**src/rtl/key_event_arbiter.sv**
```systemverilog
// Key front end: synchronises and debounces raw key lines, generates press and
// auto-repeat events, and hands them to the core one at a time (round robin).
module key_event_arbiter #(
   parameter int N_KEYS     = 12,
   parameter int DB_CYCLES  = 1000,
   parameter int RPT_DELAY  = 50_000_000,
   parameter int RPT_PERIOD = 10_000_000,
   localparam int KW = (N_KEYS > 1) ? $clog2(N_KEYS) : 1
) (
   input  logic              clk_raw,
   input  logic              rst,
   input  logic [N_KEYS-1:0] keystroke,
   input  logic              rpt_en,
   input  logic              ev_ready,
   input  logic              ovf_clr,
   output logic              ev_valid,
   output logic [KW-1:0]     ev_key,
   output logic              ev_repeat,
   output logic [N_KEYS-1:0] key_state,
   output logic              ovf
);

   localparam int CW   = (DB_CYCLES > 1) ? $clog2(DB_CYCLES) : 1;
   localparam int TMAX = (RPT_DELAY > RPT_PERIOD) ? RPT_DELAY : RPT_PERIOD;
   localparam int TW   = (TMAX > 1) ? $clog2(TMAX) : 1;

   localparam logic [1:0] S_IDLE  = 2'd0;
   localparam logic [1:0] S_DELAY = 2'd1;
   localparam logic [1:0] S_RPT   = 2'd2;

   logic [N_KEYS-1:0] sync1, sync2, key_prev;
   logic [CW-1:0]     cnt [N_KEYS];
   logic [N_KEYS-1:0] pend, rep;
   logic [N_KEYS-1:0] press, set_vec, clr_vec;
   logic              press_any;
   logic [KW-1:0]     press_idx;
   logic [1:0]        state;
   logic [KW-1:0]     rpt_key;
   logic [TW-1:0]     tmr;
   logic              rpt_fire;
   logic              load, hit;
   logic [KW-1:0]     grant, last_grant;
   logic [KW:0]       sum;
   logic              ovf_set;

   // Simultaneous presses retarget the repeat engine to the lowest index.
   always_comb begin
      press     = key_state & ~key_prev;
      press_any = |press;
      press_idx = '0;
      for (int i = N_KEYS - 1; i >= 0; i--) begin
         if (press[i]) press_idx = KW'(i);
      end
   end

   always_comb begin
      rpt_fire = 1'b0;
      if (!press_any && state != S_IDLE && key_state[rpt_key] && rpt_en) begin
         if (state == S_DELAY && tmr == TW'(RPT_DELAY - 1)) rpt_fire = 1'b1;
         if (state == S_RPT && tmr == TW'(RPT_PERIOD - 1)) rpt_fire = 1'b1;
      end
   end

   // Round-robin search starting just after the previous grant.
   always_comb begin
      load  = !ev_valid || ev_ready;
      hit   = 1'b0;
      grant = '0;
      sum   = '0;
      for (int k = 1; k <= N_KEYS; k++) begin
         sum = {1'b0, last_grant} + (KW+1)'(k);
         if (sum >= (KW+1)'(N_KEYS)) sum = sum - (KW+1)'(N_KEYS);
         if (!hit && pend[sum[KW-1:0]]) begin
            hit   = 1'b1;
            grant = sum[KW-1:0];
         end
      end
   end

   always_comb begin
      set_vec = press | (rpt_fire ? (N_KEYS'(1) << rpt_key) : '0);
      clr_vec = (load && hit) ? (N_KEYS'(1) << grant) : '0;
      ovf_set = |(set_vec & pend & ~clr_vec);
   end

   always_ff @(posedge clk_raw) begin
      if (rst) begin
         sync1     <= '0;
         sync2     <= '0;
         key_state <= '0;
         key_prev  <= '0;
         for (int i = 0; i < N_KEYS; i++) cnt[i] <= '0;
      end else begin
         sync1    <= keystroke;
         sync2    <= sync1;
         key_prev <= key_state;
         for (int i = 0; i < N_KEYS; i++) begin
            if (sync2[i] == key_state[i]) begin
               cnt[i] <= '0;
            end else if (cnt[i] == CW'(DB_CYCLES - 1)) begin
               key_state[i] <= sync2[i];
               cnt[i]       <= '0;
            end else begin
               cnt[i] <= cnt[i] + 1'b1;
            end
         end
      end
   end

   // A set landing on the same cycle as a grant clear wins and is not an overflow.
   always_ff @(posedge clk_raw) begin
      if (rst) begin
         pend       <= '0;
         rep        <= '0;
         ovf        <= 1'b0;
         ev_valid   <= 1'b0;
         ev_key     <= '0;
         ev_repeat  <= 1'b0;
         last_grant <= KW'(N_KEYS - 1);
      end else begin
         pend <= set_vec | (pend & ~clr_vec);
         rep  <= (rep & ~set_vec) | (set_vec & ~press);
         if (ovf_set) begin
            ovf <= 1'b1;
         end else if (ovf_clr) begin
            ovf <= 1'b0;
         end
         if (load) begin
            ev_valid <= hit;
            if (hit) begin
               ev_key     <= grant;
               ev_repeat  <= rep[grant];
               last_grant <= grant;
            end
         end
      end
   end

   always_ff @(posedge clk_raw) begin
      if (rst) begin
         state   <= S_IDLE;
         rpt_key <= '0;
         tmr     <= '0;
      end else if (press_any) begin
         state   <= S_DELAY;
         rpt_key <= press_idx;
         tmr     <= '0;
      end else if (state != S_IDLE && (!key_state[rpt_key] || !rpt_en)) begin
         state <= S_IDLE;
         tmr   <= '0;
      end else if (rpt_fire) begin
         state <= S_RPT;
         tmr   <= '0;
      end else if (state != S_IDLE) begin
         tmr <= tmr + 1'b1;
      end
   end

endmodule

```
**config.mk**
```make
export PLATFORM = sky130hd
export DESIGN_NAME = key_event_arbiter
export DESIGN_NICKNAME = d
export VERILOG_FILES = /design/src/rtl/key_event_arbiter.sv
export SDC_FILE = /design/constraint.sdc
export NUM_CORES = 1
export LEC_CHECK = 0
export BUFFER_PORTS_ARGS = -buffer_cell sky130_fd_sc_hd__buf_2
export CAP_MARGIN = 40
export CORE_MARGIN = 2
export CORE_UTILIZATION = 55
export DETAILED_ROUTE_END_ITERATION = 12
export HOLD_SLACK_MARGIN = 0.15
export MAX_ROUTING_LAYER = met4
export PLACE_DENSITY = 0.79
export SYNTH_ARGS = -nofsm -noshare
export SYNTH_HDL_FRONTEND = slang
export SYNTH_SLANG_ARGS = --single-unit
```
**constraint.sdc**
```tcl
create_clock -name clk_raw -period 4.55 [get_ports clk_raw]
set_input_delay 0 -clock clk_raw [delete_from_list [all_inputs] [get_ports clk_raw]]
set_output_delay 0 -clock clk_raw [all_outputs]
set_load 0.02 [all_outputs]
```
==> results of run 1 <==
## power groups by stage
| stage | combinational (W) | clock, W | sequential, W |
|---|---|---|---|
| 6_report | 0.00539 | 0.00212 | 0.00241 |
| 4_1_cts | 0.00489 | 0.00216 | 0.00240 |
| 5_1_grt | 0.00581 | 0.00223 | 0.00242 |
| 2_1_floorplan | 0.00349 | 0 | 0.00244 |
| 3_3_place_gp | 0.00472 | 0 | 0.00244 |
| 3_5_place_dp | 0.00479 | 0 | 0.00244 |
## stage by stage
| step | TNS (ps) | power (W) |
|---|---|---|
| floorplan | 0 | 0.00593 |
| global placement | 0 | 0.00716 |
| detailed placement | -116 | 0.00723 |
| CTS | 0 | 0.00945 |
| global route | -43.6 | 0.0105 |
| finish | 0 | 0.00992 |
## cell families after synthesis
group,after synthesis
simple gates,655
mux,47
xor+xnor,131
buf+inv,71
compound gates,226
flops,234
fa+ha+maj,36
other cells,1
## worst min-delay path, stage by stage
cell and delay, ps:
dlygate4sd3_1 520, buf_2 100, nor2b_1 110
## sequential cells by signal (all words and copies together), names as in the netlist, named ones only
register / count
cnt: 120
tmr: 26
key_prev: 12
key_state: 12
pend: 12
sync1: 12
sync2: 12
ev_key: 4
rpt_key: 4
last_grant: 3
state: 2
ev_repeat: 1
ev_valid: 1
ovf: 1
## how the worst min path moves through the flow
| stage | to | slack (ps) |
|---|---|---|
| 4_1_cts | sync1[11] | 230 |
| 6_report | sync1[11] | 240 |
| 2_1_floorplan | sync1[0] | 130 |
| 3_5_place_dp | sync1[3] | 210 |
| 5_1_grt | sync1[11] | 250 |
| 3_3_place_gp | sync1[7] | 210 |
## Yosys cell counts, types with 5 or more instances
cell,count,area [um^2]
nor2_1,230,863
edfxtp_1,120,3600
dfxtp_1,114,2280
nand2_1,102,383
xnor2_1,68,596
a21oi_1,64,320
xor2_1,61,534
nor2b_1,54,338
o21ai_0,42,210
nand4_1,39,244
nor3_1,39,195
nand3_1,38,190
ha_1,36,450
and3_1,35,219
mux2i_1,29,290
clkbuf_1,27,101
inv_1,27,101
or3_1,24,150
nand2b_1,19,119
and2_1,15,93.8
mux4_2,15,338
a211oi_1,9,67.6
nor3b_1,9,67.6
nor4_1,8,50.1
o21ai_1,8,40.0
buf_2,7,35.0
a31oi_1,6,37.5
o211ai_1,6,45.0
a21o_1,5,37.5
nand3b_1,5,37.5
o211a_1,5,50.1
o31ai_1,5,37.5
## area by class of cell
type	count	area [um^2]	share of cell area, %
multi-input cells	1215	7800	48.6
flip-flops and latches	234	5890	36.7
repair buffers	126	932	5.81
clock buffers	36	769	4.80
well taps	324	405	2.53
clock inverters	12	119	0.741
inverters	30	118	0.733
diodes	1	2.50	0.0156
## per-layer routing
layer | vias to the layer above | track usage, % | routed length [um]
li1 | 5389 | - | -
met1 | 5135 | 30.9 | 13600
met2 | 267 | 40.1 | 14600
met3 | 75 | 3.56 | 1450
met4 | 0 | 7.04 | 864
met5 | - | - | 0
## what timing repair did
item	CTS	global route
resized for setup	7	38
hold endpoints to repair	47	0
hold buffers	27	0
setup buffers	1	8
endpoints found under the setup margin	1	13
pin swaps	2	20
==> impl_metrics.toml, run 1 <==
[power_and_ir_drop]
peakVddDrop_mv = 0.483
internal_power_w = 0.00592
power_per_cell_area_mw_per_mm2 = 618
seq_power_share_pct = 24.3
combinationalPowerShare_pct = 54.3
p_switching_w = 0.00400
pwr-share-clk_pct = 21.4
power_leakage_nw = 6.19
swShare_pct = 40.3

[clock_network]
numCtsBuffers = 26
h-tree-depth = 1
root_buffer = "clkbuf_16"
path_clk_slew_ps = 60
cts_sinks = 234
clock_latency_ps = 540
clk_path_buf_depth = 3
cts_tree = "built"

[yosys]
synth_mux_area_share_pct = 5.07
synth_fa_ha_area_share_pct = 3.37
synth_xor_xnor_area_share_pct = 8.70
synth_compound_area_share_pct = 11.8
synth_edf_count = 120
ys_seq_elements = 234
async_flop_share_pct = 0
yosysWarnings = 0
netlist_area_mm2 = 0.0134
yosys.area_share.simple_pct = 24.6
syn_avg_cell_area_um2 = 9.54
postSynthCellCount = 1401
synth_top_family_by_area = "simple AND/OR/NAND/NOR gates"
ys_seq_area_share_pct = 44.0
ys.flop_type = "edfxtp_1"
synth_cell_type_count = 100

[grt]
grt_max_degree = 53
track_usage_pct = 24.1
grt_remaining_overflow = 0
grt_pass1_vias = 10587
antenna_found_initial = 1
grt_first_pass_wirelength_mm = 50.4

[sta]
tightestPinTransition_ps = 867
layout_setup_ws_ps = 154
fin_skew_ps = 15.8
whs_ps = 242
report.final.slew_viol_count = 0
period_minus_slack_ps = 4400
hold_violations = 0
fin_crit_sh_pct = 96.6
max_slew_margin_pct = 42.1
clock.fmax_ghz = 0.227
setup_violations = 0

[routing]
drtIter0Drc = 854
first_pass_iters = 5
drc_errors = 0
wire_per_inst_um = 15.4
via_per_inst = 5.49
wl_mm = 30.4
via_count = 10866
postRouteAntennaNets = 0

[critical_path]
critical_path_class = "reg -> reg"
timing.rr.end = "ovf"
endpoint = "ovf"
cp_top_family = "compound AO/OA/AOI/OAI gates"
cp_max_fo = 10
cp.required_ps = 4940
crit_top_cell = "buf_4"
slowest_stage = "o31a_2"
worstPathCellList = "buf_4 -> buf_6 -> ha_1 -> a21oi_2 -> xnor2_2 -> inv_2 -> ha_4 -> nand2_2 -> a21o_1 -> o311ai_0 -> o31a_2 -> buf_4 -> nand3b_1 -> a221oi_1 -> a211o_1 -> o31a_1 -> or3_4 -> o21ai_2 -> or2b_1 -> o2111a_1 -> a41oi_1"
critPathArrivalTime_ps = 4780
worst_path_largest_cell_delay_ps = 430
crit_cells = 21
worst-path-buf-inv = 4
rr_worst_depth = 21
r2r-start = "ev_key[2]"
cp-start-kind = "flip-flop"
cp-end-kind = "flip-flop"
crit_start = "ev_key[2]"
r2r_slack_ps = 150

[finish]
layout-drive-gt1-share_pct = 14.3
finalInstanceArea_mm2 = 0.0160
fin_cells = 1978
nFillCells = 1915
fin_util_pct = 66.5
nets = 1686
final_common_cell = "nor2_1"
syn_to_final_growth_pct = 20.0
layout_common_cells = "nor2_1, edfxtp_1, conb_1, dfxtp_1, nand2_1"

[flow_run]
drv_cap = 0

[worst_hold_path]
holdPathStages = 3
min-delay-start = "keystroke[11]"
hold_path.class = "in -> reg"

[floorplanning]
die_y_um = 160
rows = 57
top_level_ports = 36
die_x_um = 160
start_util_pct = 55.4
dieArea_mm2 = 0.0256
core_mm2 = 0.0241

[placement]
placed_area_mm2 = 0.0147
pre_cts_ws_ps = -116
hpwl_mm = 21.8
numPortBuffers = 35
place_inst = 1893
place_congestion = 0.979

[outcome]
outcome = "finished, final reports clean"
Power figures use the tool's default switching activity.
==> inputs of run 2 (changes only) <==
Settings changed: CORE_UTILIZATION 55 to 45, PLACE_DENSITY 0.79 to 0.68.
==> impl_metrics.toml, run 2 (synthesis gave the netlist of run 1 again) <==
[routing]
via_per_inst = 5.28
via_count = 10781
postRouteAntennaNets = 0
first_pass_iters = 5
wl_mm = 30.3
wire_per_inst_um = 14.9
drtIter0Drc = 695
drc_errors = 0

[placement]
place_congestion = 0.944
hpwl_mm = 22.2
place_inst = 1960
numPortBuffers = 35

[floorplanning]
start_util_pct = 45.5
top_level_ports = 36
dieArea_mm2 = 0.0311
rows = 63
core_mm2 = 0.0294
die_y_um = 176
die_x_um = 176

[finish]
seq_area_mm2 = 0.00589
antenna_cells = 0
nets = 1684
largest_register_ffs = 120
syn_to_final_growth_pct = 19.6
fin_util_pct = 54.3
layout_common_cells = "nor2_1, edfxtp_1, conb_1, dfxtp_1, nand2_1"
nFillCells = 2667
largest-register = "cnt"
fin_cells = 2041
layout-drive-gt1-share_pct = 12.7
multiInputGateArea_mm2 = 0.00775
top_regs = "cnt (120), tmr (26)"
final_common_cell = "nor2_1"

[grt]
grt_pass1_vias = 10176
grt_max_degree = 59
track_usage_pct = 19.7
antenna_found_initial = 0
grt_first_pass_wirelength_mm = 49.0
grt_remaining_overflow = 0

[power_and_ir_drop]
power_leakage_nw = 6.13
peakVddDrop_mv = 0.420
power_per_cell_area_mw_per_mm2 = 606

[flow_run]
drv_cap = 0

[critical_path]
cp-end-kind = "flip-flop"
crit_cells = 19
critPathArrivalTime_ps = 4810
rr_worst_depth = 19
worst-path-buf-inv = 2
cp-start-kind = "flip-flop"
critical_path_class = "reg -> reg"
cp.required_ps = 4930
worst_path_largest_cell_delay_ps = 410
cp_max_fo = 7
slowest_stage = "or3b_4"
cp_top_family = "simple AND/OR/NAND/NOR gates"
worstPathCellList = "inv_2 -> ha_1 -> a21boi_2 -> xnor2_2 -> inv_1 -> ha_1 -> and2_1 -> or3_1 -> o211a_1 -> a211o_1 -> nor4_4 -> nand4bb_4 -> nor3_2 -> a31oi_1 -> and2_1 -> or3b_4 -> o221ai_1 -> o2111a_1 -> a41oi_1"

[clock_network]
h-tree-depth = 1
path_clk_slew_ps = 60
clk_path_buf_depth = 3
cts_tree = "built"
clock_latency_ps = 520
cts_sinks = 234
numCtsBuffers = 26
root_buffer = "clkbuf_16"

[sta]
setup_violations = 0
clock.fmax_ghz = 0.226
fin_skew_ps = 9.73
report.final.slew_viol_count = 0
max_slew_margin_pct = 54.8
hold_violations = 0
grt_setup_unrepaired = "yes"
period_minus_slack_ps = 4430
fin_crit_sh_pct = 97.3
tightestPinTransition_ps = 671

[outcome]
outcome = "finished, final reports clean"

[worst_hold_path]
hold_path.class = "in -> reg"
holdPathStages = 3
run 2: changes by cell type in the layout (fill, tap and decap cells not counted), sizes merged:
cell	before	now
clkbuf	36	42
clkinv	9	5
buf	99	97
bufinv	2	1
clkinvlp	1	0
diode	1	0
run 2: per-layer routing:
metal	up-vias	track usage [%]	wire (um)
met4	0	5.96	794
met5	-	-	0
met2	238	32.3	14200
met1	5108	25.3	13900
li1	5385	-	-
met3	50	3.12	1500
run 2: path summary, 6_finish.rpt:
kind / from / endpoint / slack [ps]
worst max-delay path: ev_key[2] / ovf / 120
worst min-delay path: keystroke[11] / sync1[11] / 300
worst max register to register: ev_key[2] / ovf / 120
worst min register to register: sync1[8] / sync2[8] / 430
run 2: final cells by class:
class / count / share of cell area (%)
Clock buffer: 42 / 4.70
Clock inverter: 6 / 0.392
Inverter: 30 / 0.705
Multi-Input combinational cell: 1215 / 48.5
Sequential cell: 234 / 36.9
Tap cell: 390 / 3.05
Timing Repair Buffer: 124 / 5.79
run 2: worst min-delay path, stage by stage:
cell	delay [ps]
dlygate4sd3_1	530
buf_2	110
nor2b_1	130
run 2: stage by stage:
step | power [W] | hold WS (ps) | setup slack, ps | setup TNS, ps | cell area [um^2]
2_1_floorplan | 0.00593 | 128 | 2.82 | 0 | 13900
3_3_place_gp | 0.00724 | 212 | 88.0 | 0 | 14700
3_5_place_dp | 0.00730 | 215 | -44.0 | -44.0 | 14800
4_1_cts | 0.00942 | 283 | 9.31 | 0 | 15900
5_1_grt | 0.0102 | 304 | -97.5 | -97.5 | 16000
6_report | 0.00968 | 298 | 123 | 0 | 16000
run 2: timing repair:
item | CTS | global route
gates resized for setup | 3 | 23
hold buffers | 27 | 0
endpoints found under the setup margin | 1 | 8
setup buffers | 1 | 5
pin swaps | 1 | 7
hold endpoints to repair | 50 | 0
run 2: report_power, final:
part | switching [W] | total [W] | internal (W)
clock | 0.000821 | 0.00200 | 0.00118
sequential | 0.0000838 | 0.00240 | 0.00231
combinational | 0.00305 | 0.00528 | 0.00223
total | 0.00395 | 0.00968 | 0.00572
